File: src/rtl/ssd_pkg.sv
// Shared types and constants for the three-digit seven-segment scan driver.
package ssd_pkg;

  typedef enum logic [1:0] {
    S_HUND  = 2'd0,
    S_TENS  = 2'd1,
    S_UNITS = 2'd2
  } digit_state_t;

  // Bit positions on the segment bus {g,f,e,d,c,b,a}
  localparam int SEG_A = 0;
  localparam int SEG_B = 1;
  localparam int SEG_C = 2;
  localparam int SEG_D = 3;
  localparam int SEG_E = 4;
  localparam int SEG_F = 5;
  localparam int SEG_G = 6;

  localparam logic [6:0] SEG_0     = 7'h3F;
  localparam logic [6:0] SEG_1     = 7'h06;
  localparam logic [6:0] SEG_2     = 7'h5B;
  localparam logic [6:0] SEG_3     = 7'h4F;
  localparam logic [6:0] SEG_4     = 7'h66;
  localparam logic [6:0] SEG_5     = 7'h6D;
  localparam logic [6:0] SEG_6     = 7'h7D;
  localparam logic [6:0] SEG_7     = 7'h07;
  localparam logic [6:0] SEG_8     = 7'h7F;
  localparam logic [6:0] SEG_9     = 7'h6F;
  localparam logic [6:0] SEG_ERR   = 7'h79;
  localparam logic [6:0] SEG_BLANK = 7'h00;

endpackage

File: src/rtl/ssd_digit_decode.sv
// Combinational BCD digit to seven-segment pattern; non-decimal codes show 'E'.
module ssd_digit_decode
  import ssd_pkg::*;
(
  input  logic [3:0] digit,
  output logic [6:0] seg
);

  always_comb begin
    seg = SEG_ERR;
    case (digit)
      4'd0:    seg = SEG_0;
      4'd1:    seg = SEG_1;
      4'd2:    seg = SEG_2;
      4'd3:    seg = SEG_3;
      4'd4:    seg = SEG_4;
      4'd5:    seg = SEG_5;
      4'd6:    seg = SEG_6;
      4'd7:    seg = SEG_7;
      4'd8:    seg = SEG_8;
      4'd9:    seg = SEG_9;
      default: seg = SEG_ERR;
    endcase
  end

endmodule

File: src/rtl/ssd_scan_driver.sv
// Three-digit multiplexed seven-segment scan driver with a one-deep pending buffer.
// Define SSD_LZ_BLANK_EN to blank leading zeros on the hundreds and tens digits.
module ssd_scan_driver
  import ssd_pkg::*;
#(
  parameter int unsigned DWELL_CYCLES = 50000,
  parameter int unsigned GHOST_CYCLES = 16
) (
  input  logic        clk,
  input  logic        rst,
  input  logic [11:0] bcd_in,
  input  logic        bcd_valid,
  output logic        bcd_ready,
  output logic [6:0]  seg,
  output logic [2:0]  an,
  output logic        frame_tick
);

  localparam int PW = (DWELL_CYCLES > 32'd1) ? $clog2(DWELL_CYCLES) : 1;
  localparam logic [PW-1:0] PRESC_LAST     = PW'(DWELL_CYCLES - 32'd1);
  localparam logic [PW-1:0] PRESC_PRE_LAST = PW'(DWELL_CYCLES - 32'd2);

  logic [PW-1:0] presc;
  logic          wrap;
  logic          ghost;
  digit_state_t  state;
  digit_state_t  state_next;
  logic [11:0]   pending;
  logic          pending_full;
  logic [11:0]   display;
  logic [3:0]    nibble;
  logic          blank;
  logic [6:0]    dec_seg;
  logic [6:0]    seg_next;
  logic [2:0]    an_next;
  logic          tick_next;

  assign wrap      = (presc == PRESC_LAST);
  assign ghost     = (32'(presc) < GHOST_CYCLES);
  assign bcd_ready = ~pending_full;

  always_ff @(posedge clk or posedge rst) begin
    if (rst) begin
      presc <= {PW{1'b0}};
    end else if (wrap) begin
      presc <= {PW{1'b0}};
    end else begin
      presc <= presc + PW'(1);
    end
  end

  always_ff @(posedge clk or posedge rst) begin
    if (rst) begin
      state <= S_HUND;
    end else begin
      state <= state_next;
    end
  end

  always_comb begin
    state_next = S_HUND;
    case (state)
      S_HUND:  state_next = wrap ? S_TENS  : S_HUND;
      S_TENS:  state_next = wrap ? S_UNITS : S_TENS;
      S_UNITS: state_next = wrap ? S_HUND  : S_UNITS;
      default: state_next = S_HUND;
    endcase
  end

  always_comb begin
    an_next = 3'b100;
    nibble  = display[11:8];
    blank   = 1'b0;
    case (state)
      S_HUND: begin
        an_next = 3'b100;
        nibble  = display[11:8];
`ifdef SSD_LZ_BLANK_EN
        blank   = (display[11:8] == 4'd0);
`endif
      end
      S_TENS: begin
        an_next = 3'b010;
        nibble  = display[7:4];
`ifdef SSD_LZ_BLANK_EN
        blank   = (display[11:8] == 4'd0) && (display[7:4] == 4'd0);
`endif
      end
      S_UNITS: begin
        an_next = 3'b001;
        nibble  = display[3:0];
      end
      default: begin
        an_next = 3'b100;
        nibble  = display[11:8];
      end
    endcase
  end

  ssd_digit_decode u_decode (
    .digit (nibble),
    .seg   (dec_seg)
  );

  // The tick is looked ahead one cycle so the registered pulse lines up with the wrap out of S_UNITS.
  always_comb begin
    seg_next  = (ghost || blank) ? SEG_BLANK : dec_seg;
    tick_next = (state == S_UNITS) && (presc == PRESC_PRE_LAST);
  end

  always_ff @(posedge clk or posedge rst) begin
    if (rst) begin
      seg        <= 7'd0;
      an         <= 3'd0;
      frame_tick <= 1'b0;
    end else begin
      seg        <= seg_next;
      an         <= an_next;
      frame_tick <= tick_next;
    end
  end

  // Display only changes at a frame boundary, so a frame never mixes old and new digits.
  always_ff @(posedge clk or posedge rst) begin
    if (rst) begin
      pending      <= 12'd0;
      pending_full <= 1'b0;
      display      <= 12'd0;
    end else if (frame_tick && pending_full) begin
      display      <= pending;
      pending_full <= 1'b0;
    end else if (bcd_valid && !pending_full) begin
      pending      <= bcd_in;
      pending_full <= 1'b1;
    end
  end

endmodule

File: config.mk
export PLATFORM = sky130hd
export DESIGN_NAME = ssd_scan_driver
export DESIGN_NICKNAME = d
export VERILOG_FILES = /design/src/rtl/ssd_pkg.sv /design/src/rtl/ssd_digit_decode.sv /design/src/rtl/ssd_scan_driver.sv
export SDC_FILE = /design/constraint.sdc
export NUM_CORES = 1
export LEC_CHECK = 0
export ABC_AREA = 1
export CORE_MARGIN = 2
export CORE_UTILIZATION = 50
export CTS_CLUSTER_DIAMETER = 120
export DETAILED_ROUTE_END_ITERATION = 10
export DONT_BUFFER_PORTS = 1
export PLACE_DENSITY_LB_ADDON = 0.2
export SETUP_SLACK_MARGIN = 0.2
export SYNTH_ARGS = -nofsm -noshare
export SYNTH_HDL_FRONTEND = slang
export SYNTH_SLANG_ARGS = --single-unit
File: constraint.sdc
create_clock -name clk -period 5.2 [get_ports clk]
set_input_delay 0.78 -clock clk [delete_from_list [all_inputs] [get_ports clk]]
set_output_delay 0.78 -clock clk [all_outputs]
set_load 0.01 [all_outputs]
Yosys cells after proc, flatten, opt, wreduce, memory -nomap -nowiden:

Memory sizes are Yosys's and may differ from the RTL's.
Cells that the tools add are included.
Widths: inputs -> output; s select.

* register bits: 54
* bits in read-only memories: 112
* input bits: 15
* output and inout port bits: 12
* word-level logic and storage cells: 34
* memories: 1

* add/sub/neg operators: 1
* $lt $le $gt $ge: 1
* eq/ne operators: 4
* mux-type cells: 10
* bitwise operators: 2
* reductions and logical operators: 7

Memory list
* (name not given): depth 16, bits a word 7, rd ports 1, clocked after memory_dff 0, write ports 0, RTL line ssd_digit_decode.sv:11 `case (digit)`

Operators by type and width (count)
* $eq 16x16->1 const B: 2
* $add 16x1->16 const B: 1
* $lt 16x5->1 const B: 1
* $mux 16: 1
* $pmux 4 s2: 1
* $mux 7: 1
* $pmux 2 s3: 1
* $pmux 3 s2: 1
* $mux 2: 2
* $logic_and 1x1->1: 3
* $mux 1: 3
* $eq 2x1->1 const B: 1
* $eq 2x2->1 const B: 1
* $logic_not 2->1: 1
* $not 1->1: 2
* $reduce_and 2->1: 1
* $reduce_bool 2->1: 1
* $logic_not 1->1: 1

Longest topological paths before layout:

Gate-level depths: netlist of the first run.

* depth after elaboration: 4
* mapped depth: 12
* depth with buffers taken out: 12

Modules after synthesis:

From an unflattened synthesis of the first run, not the netlist that was laid out.

* cell total of the unflattened synthesis: 292
* area total of the unflattened synthesis: 2645.0 µm²

By module, submodules not included
* ssd_scan_driver: instances 1, cells each 259, area an instance 2456.1 µm², sequential area each 1351.3 µm²
* ssd_digit_decode: instances 1, cells each 33, area an instance 188.9 µm², sequential area each 0.0 µm²

Worst setup path before layout of the first run:

No wires, ideal clock.

* path type: register to register
* start: register state[0]
* end: register seg[3]
* setup time: 0.063 ns
* arrival: 1.836 ns
* data required time: 5.137 ns
* slack: 3.301 ns
* stages on the path, launching flop included: 11
* buffers on the path: 0
* clock period less this slack: 1.899 ns
* cell sequence: dfrtp_1 > inv_1 > ha_1 > or2_1 > nand2_1 > inv_1 > ha_1 > nand3b_1 > nand3_1 > nand2_1 > inv_1

* longest elaborated chain between the ends: 4
* elaborated cells between the ends (all ways): 5
* classes of those cells: eq/ne: 2; mux: 2; memory: 1

Ends and longest elaborated chain
* start, declared: RTL line ssd_scan_driver.sv:26 `digit_state_t state;`
* start signal, assigned: RTL line ssd_scan_driver.sv:56 `state <= state_next;`
* $eq 2x2->1 / $eq 2x1->1 (equally long branches): RTL line ssd_scan_driver.sv:74 `case (state)`
* $pmux 4 s2 (*): RTL line ssd_scan_driver.sv:74
* $mem_v2 16x7 (*)
* $mux 7 (*): RTL line ssd_scan_driver.sv:107 `seg_next = (ghost || blank) ? SEG_BLANK : dec_seg;`
* net seg_next[3]: RTL line ssd_scan_driver.sv:34 `logic [6:0] seg_next;`
* end signal, assigned: RTL line ssd_scan_driver.sv:117 `seg <= seg_next;`
* end, declared: RTL line ssd_scan_driver.sv:14 `output logic [6:0] seg,`

Mark *: on every way through the listed nets, which the timed path passes. The rest lies on a longest branch.
A chain may end at the register's enable or synchronous reset.

Worst setup path in the final report of the first run:

Same ends and word-level chain as after synthesis.

==> flow_metrics.tcl, run 1 <==
set metrics [dict create \
    p_leak_nw 1.42 \
    endpoint_kind "flip-flop" \
    place_congestion 0.854 \
    routed_via_density 4.87 \
    cts_tree "yes" \
    initial_utilization_pct 51.1 \
    finalSetupViolations 0 \
    maxCapViolCount 0 \
    grt_max_degree 55 \
    grt_first_pass_wirelength_um 7130 \
    arrival_ns 2.36 \
    cts_buffers 5 \
    die_y_um 75.8 \
    cp-start-kind "flip-flop" \
    synth_area_leaders "dfrtp_1 (52%), mux2_2 (10%), nand2_1 (8.0%)" \
    drv_slew 0 \
    grt_pass1_vias 1596 \
    port_buffers 0 \
    relSlewSlack_pct 55.0 \
    seq_area_um2 1350 \
    clockBufferDepth 2 \
    syn_area_um2 2580 \
    reg2reg_to "seg[3]" \
    synth_xor_area_share_pct 2.72 \
    ant_nets 0 \
    grtUsageMet1_pct 22.4 \
    synth-seq-cells 54 \
    grtUsageMet3_pct 4.76 \
    period_needed_ns 2.11 \
    rsz0062_at_grt "no" \
    grt_antenna_before_repair 0 \
    fin_util_pct 54.3 \
    drtIter0Drc 66 \
    outcome "finished, final reports clean" \
    synth_compound_area_share_pct 1.65 \
    worstSetupStartpoint "state[0]" \
    critical_path_class "flip-flop to flip-flop" \
    cts_hold_buffers 0 \
    crit_fanout 8 \
    path_clk_slew_ns 0.09 \
    multi_input_area_um2 1090 \
    timing.rr.start "state[0]" \
    fin_nets 303 \
    yosys_warnings 0 \
    endpoint "seg[3]" \
    area_delta_synth_final_pct 6.36 \
    synth_fa_ha_area_share_pct 5.83 \
    overflow 0 \
    fillers 482 \
    rrSetupSlack_ns 3.09 \
    wl_per_cell_um 12.1 \
    grt_use_met2_pct 26.1 \
    hpwl_um 3090 \
    die_area_um2 5740 \
    power_density_nw_per_um2 239 \
    yosysTopAreaCellShare_pct 52.5 \
    wl_um 4210 \
    yosysTopAreaCell "dfrtp_1" \
    ys_types 27 \
    syn_area_per_cell_um2 9.51 \
    synth_nets 298 \
    core_um2 5040 \
    insertion_delay_ns 0.30 \
    hold_violations 0 \
    cts_htree_levels 2 \
    holdWs_ns 0.493 \
    ff2ff_path_depth 10 \
    clock_sinks 54 \
    fin_skew_ns 0.00878 \
    fin_setup_tns_ns 0 \
    synth.area.mux_share_pct 10.1 \
    final_area_um2 2740 \
    hp-class "flip-flop to flip-flop" \
    fmax_ghz 0.474 \
    fp.dieW_um 75.8 \
    antenna_cells 0 \
    tightest_slew_ns 0.675 \
    vias 1691 \
    synthSimpleGateAreaFrac_pct 22.0 \
    post_cts_buffers 0 \
    synthCells 271 \
    grt_util_all_layers_pct 16.7 \
    place_area_um2 2650 \
    synth_top_family_by_area "simple AND/OR/NAND/NOR gates" \
    grt.busiest_layer "met2" \
    seq_area_frac_synth_pct 52.5 \
    totalPowerFinal_mw 0.654 \
    firstDrtPassIters 4 \
    cts_resized 0 \
    rows 26 \
    fin_crit_sh_pct 40.5 \
    required_ns 5.45 \
    route.detailed.drc 0 \
    drive_above_1_share_pct 15.2 \
    ir_drop_mv 0.170 \
    ios 27 \
    clock-root-buffer "clkbuf_8" \
]
==> registers in the layout, indices dropped and copies added (netlist names) <==
name,flops
state,2
pending_full,1
presc,16
an,3
seg,7
pending,12
display,12
frame_tick,1
==> power breakdown <==
group          total, mW  switching (mW)  internal [mW]  leakage [nW]
clock network      0.226           0.131         0.0952        0.0452
logic            0.00846         0.00777       0.000688         0.681
registers          0.420               0          0.420         0.698
==> cell families (layout without fill, tap and decap cells) <==
logic type,count (synthesis),after routing
AOI/OAI and AO/OA,8,8
xor gates and xnor gates,8,8
adders and majority gates,12,12
buffers and inverters,35,41
DFF,54,54
muxes,23,23
and+or+nand+nor,131,131
==> cell usage after synthesis (all sizes together) <==
library cell and count:
mux2 23, o21bai 1, nand3b 1, ha 12, nand3 19, o21ai 4, inv 31, or2 4
buf 3, nor2 43, clkinv 1, nand4 3, dfrtp 54, nand2 59, and3 1, nor3 1
xor2 8, a21oi 3
==> worst min path at each step <==
| stage | startpoint | to | slack (ns) | cells after the start |
|---|---|---|---|---|
| after floorplan | presc[0] | presc[0] | 0.45 | 1 |
| after global placement | presc[0] | presc[0] | 0.48 | 1 |
| after detailed placement | presc[0] | presc[0] | 0.49 | 1 |
| after CTS | presc[0] | presc[0] | 0.50 | 1 |
| after global routing | presc[0] | presc[0] | 0.52 | 1 |
| final | presc[0] | presc[0] | 0.49 | 1 |
==> layout make-up <==
cell class,count,share of cell area (%)
repair buffers,1,0.274
clock buffers,6,2.65
clock inverters,2,0.502
inverters,32,4.38
flip-flops and latches,54,49.3
well taps,70,3.20
multi-input cells,182,39.7
==> layout by cell type (no fill, tap or decap) <==
master / instances
o21bai_1: 1
nand2_4: 1
nand3_2: 1
or2_1: 2
clkinv_4: 1
nand3b_1: 1
a21oi_1: 3
nand2_1: 55
o21ai_1: 1
clkbuf_1: 1
inv_2: 3
nand2_2: 3
nor2_1: 42
clkbuf_8: 5
ha_1: 12
dfrtp_1: 54
mux2_2: 23
clkinv_1: 1
nand4_1: 3
or2_2: 1
buf_4: 1
nor3_1: 1
nand3_1: 18
nor2_2: 1
inv_1: 28
o21ai_0: 3
and3_1: 1
or2_4: 1
clkinv_2: 1
xor2_1: 8
==> per-stage QoR <==
stage	worst slack [ns]	std cells
2_1_floorplan	3.11	271
3_5_place_dp	3.12	339
3_3_place_gp	3.21	339
6_report	3.09	347
5_1_grt	2.93	347
4_1_cts	3.08	347
==> metal layers <==
layer | share of wire, % | wire length, um | vias to the layer above
li1 | - | - | 855
met1 | 48 | 2010 | 795
met2 | 46 | 1960 | 34
met3 | 4.2 | 178 | 7
met4 | 1.5 | 65 | 0
met5 | 0 | 0 | -
==> worst max-delay path, cell delays in order (launching register included) <==
cell,delay (ns)
dfrtp_1,0.41
inv_1,0.10
ha_1,0.40
or2_1,0.25
nand2_1,0.14
inv_1,0.09
ha_1,0.29
nand3b_1,0.17
nand3_1,0.09
nand2_1,0.05
inv_1,0.05
No activity file was read; power rests on OpenSTA's default activity.
==> run 2, diff against run 1 <==
clock period = 1.8 ns   (was 5.2 ns; I/O delays follow)
==> flow_metrics.tcl, run 2 (synthesis results as in run 1) <==
set metrics [dict create \
    outcome "finished, final reports clean" \
    worst_slack_ns 0.0332 \
    arrival_ns 1.96 \
    slowest_stage "dfrtp_1" \
    antenna_cells 0 \
    critical_path_class "flip-flop to flip-flop" \
    path_cells "inv_2, ha_4, or2_1, nand2_2, inv_2, ha_4, nand3b_1, nand3_1, nand2_1, inv_1" \
    endpoint "seg[3]" \
    routed_via_density 4.89 \
    relSlewSlack_pct 66.2 \
    die_area_um2 5740 \
    ff2ff_path_depth 10 \
    required_ns 2.00 \
    top_register "presc" \
    area_delta_synth_final_pct 13.1 \
    cts_buffers 5 \
    endpoint_kind "flip-flop" \
    place_congestion 0.823 \
    switching_share_pct 21.4 \
    wl_per_cell_um 11.8 \
    rrSetupSlack_ns 0.03 \
    ios 27 \
    die_y_um 75.8 \
    cts_htree_levels 2 \
    insertion_delay_ns 0.31 \
    final_cell_mix "dfrtp_1 (54), nand2_1 (52), nor2_1 (42)" \
    rsz0062_at_grt "yes" \
    hp-class "input port to flip-flop" \
    tightest_slew_ns 0.505 \
    grt_pass1_vias 1621 \
    ant_nets 0 \
    drv_slew 0 \
    fin_skew_ns 0.0138 \
    clock_sinks 54 \
    crit_fanout 6 \
    drive_above_1_share_pct 23.3 \
    timing.rr.start "state[1]" \
    wl_um 4210 \
    fp.dieW_um 75.8 \
    fin_setup_tns_ns 0 \
    grt_max_degree 55 \
    seqPwrFrac_pct 63.8 \
    p_leak_nw 1.48 \
    holdWs_ns 0.108 \
    power_density_nw_per_um2 653 \
    grt_first_pass_wirelength_um 7090 \
    period_needed_ns 1.77 \
    pwr-share-clk_pct 34.7 \
    route.detailed.drc 0 \
    drtIter0Drc 55 \
    firstDrtPassIters 4 \
    initial_utilization_pct 51.1 \
    p_sw_mw 0.407 \
    largest_reg_flops 16 \
    p_int_mw 1.49 \
    core_um2 5040 \
    power_frac_comb_pct 1.6 \
    overflow 0 \
    fin_crit_sh_pct 98.2 \
    reg_top3 "presc: 16 flops, display: 12 flops, pending: 12 flops" \
    worstSetupStartpoint "state[1]" \
    dp_slack_ns -0.0206 \
    cts_tree "yes" \
    rows 26 \
    clockBufferDepth 2 \
    layout_commonest_cell "dfrtp_1" \
    hold_violations 0 \
    cp-start-kind "flip-flop" \
    hpwl_um 3030 \
    grt_util_all_layers_pct 16.3 \
    finalSetupViolations 0 \
    fillers 436 \
    path_clk_slew_ns 0.09 \
    port_buffers 0 \
    grt_antenna_before_repair 0 \
    maxCapViolCount 0 \
    fin_nets 314 \
    reg2reg_to "seg[3]" \
    clock-root-buffer "clkbuf_8" \
    slowest_delay_ns 0.42 \
    vias 1752 \
    ir_drop_mv 0.494 \
    fmax_ghz 0.566 \
]
[run 2: cell count changes in the layout (fill, tap and decap cells not counted), sizes merged]
cell | previous run | this run
buf | 1 | 11
dlygate4sd3 | 0 | 1
[run 2: area by class of cell]
type	count	area, um^2	area share, %
multi-input combinational	182	1160	39.8
tap	70	87.6	3.01
timing repair buffer	12	109	3.74
clock buffer	6	72.6	2.49
inverter	32	120	4.12
sequential	54	1350	46.4
clock inverter	2	13.8	0.473
[run 2: through the flow]
step,power (mW),utilization (%),cell area (um^2),instances
2_1_floorplan,1.25,-,2590,271
3_3_place_gp,1.27,53.2,2680,339
3_5_place_dp,1.27,53.2,2680,339
4_1_cts,1.93,56.7,2860,354
5_1_grt,1.98,57.8,2910,358
6_report,1.90,57.8,2910,358
[run 2: worst min-delay path by stage]
stage | cells past startpoint | slack, ns | end | startpoint
global placement | 2 | 0.23 | pending[3] | rst
detailed placement | 2 | 0.23 | pending[3] | rst
floorplan | 1 | 0.42 | pending[0] | bcd_in[0]
finish | 1 | 0.11 | pending[8] | bcd_in[8]
global route | 1 | 0.1 | pending[0] | bcd_in[0]
CTS | 1 | 0.10 | pending[8] | bcd_in[8]
[run 2: repair_timing]
action / 4_1_cts / 5_1_grt
hold buffers: 1 / 0
buffers inserted: 6 / 4
endpoints found under the setup margin: 7 / 7
gates resized for setup: 6 / 7
pin swaps: 5 / 9
gates cloned: 0 / 0
hold endpoints to repair: 54 / 0
[run 2: worst max-delay path, delay by kind of cell (launching register included)]
family | cells | cell delay [ns]
adders and majority gates | 2 | 0.46
buffers and inverters | 3 | 0.20
DFF | 1 | 0.42
and+or+nand+nor | 5 | 0.57
[run 2: routing by layer]
layer	track usage [%]	up-vias	share of wire [%]
li1	-	882	-
met5	0	-	0
met2	25.2	25	47
met1	22.7	838	48
met3	3.44	7	3.0
met4	5.85	0	1.4
[run 2: power by group through the flow]
| stage | registers, mW | logic (mW) | clock network [mW] |
|---|---|---|---|
| 6_report | 1.21 | 0.0296 | 0.659 |
| 4_1_cts | 1.21 | 0.0323 | 0.684 |
| 3_5_place_dp | 1.24 | 0.0304 | 0 |
| 2_1_floorplan | 1.24 | 0.0180 | 0 |
| 5_1_grt | 1.21 | 0.0362 | 0.727 |
| 3_3_place_gp | 1.24 | 0.0303 | 0 |
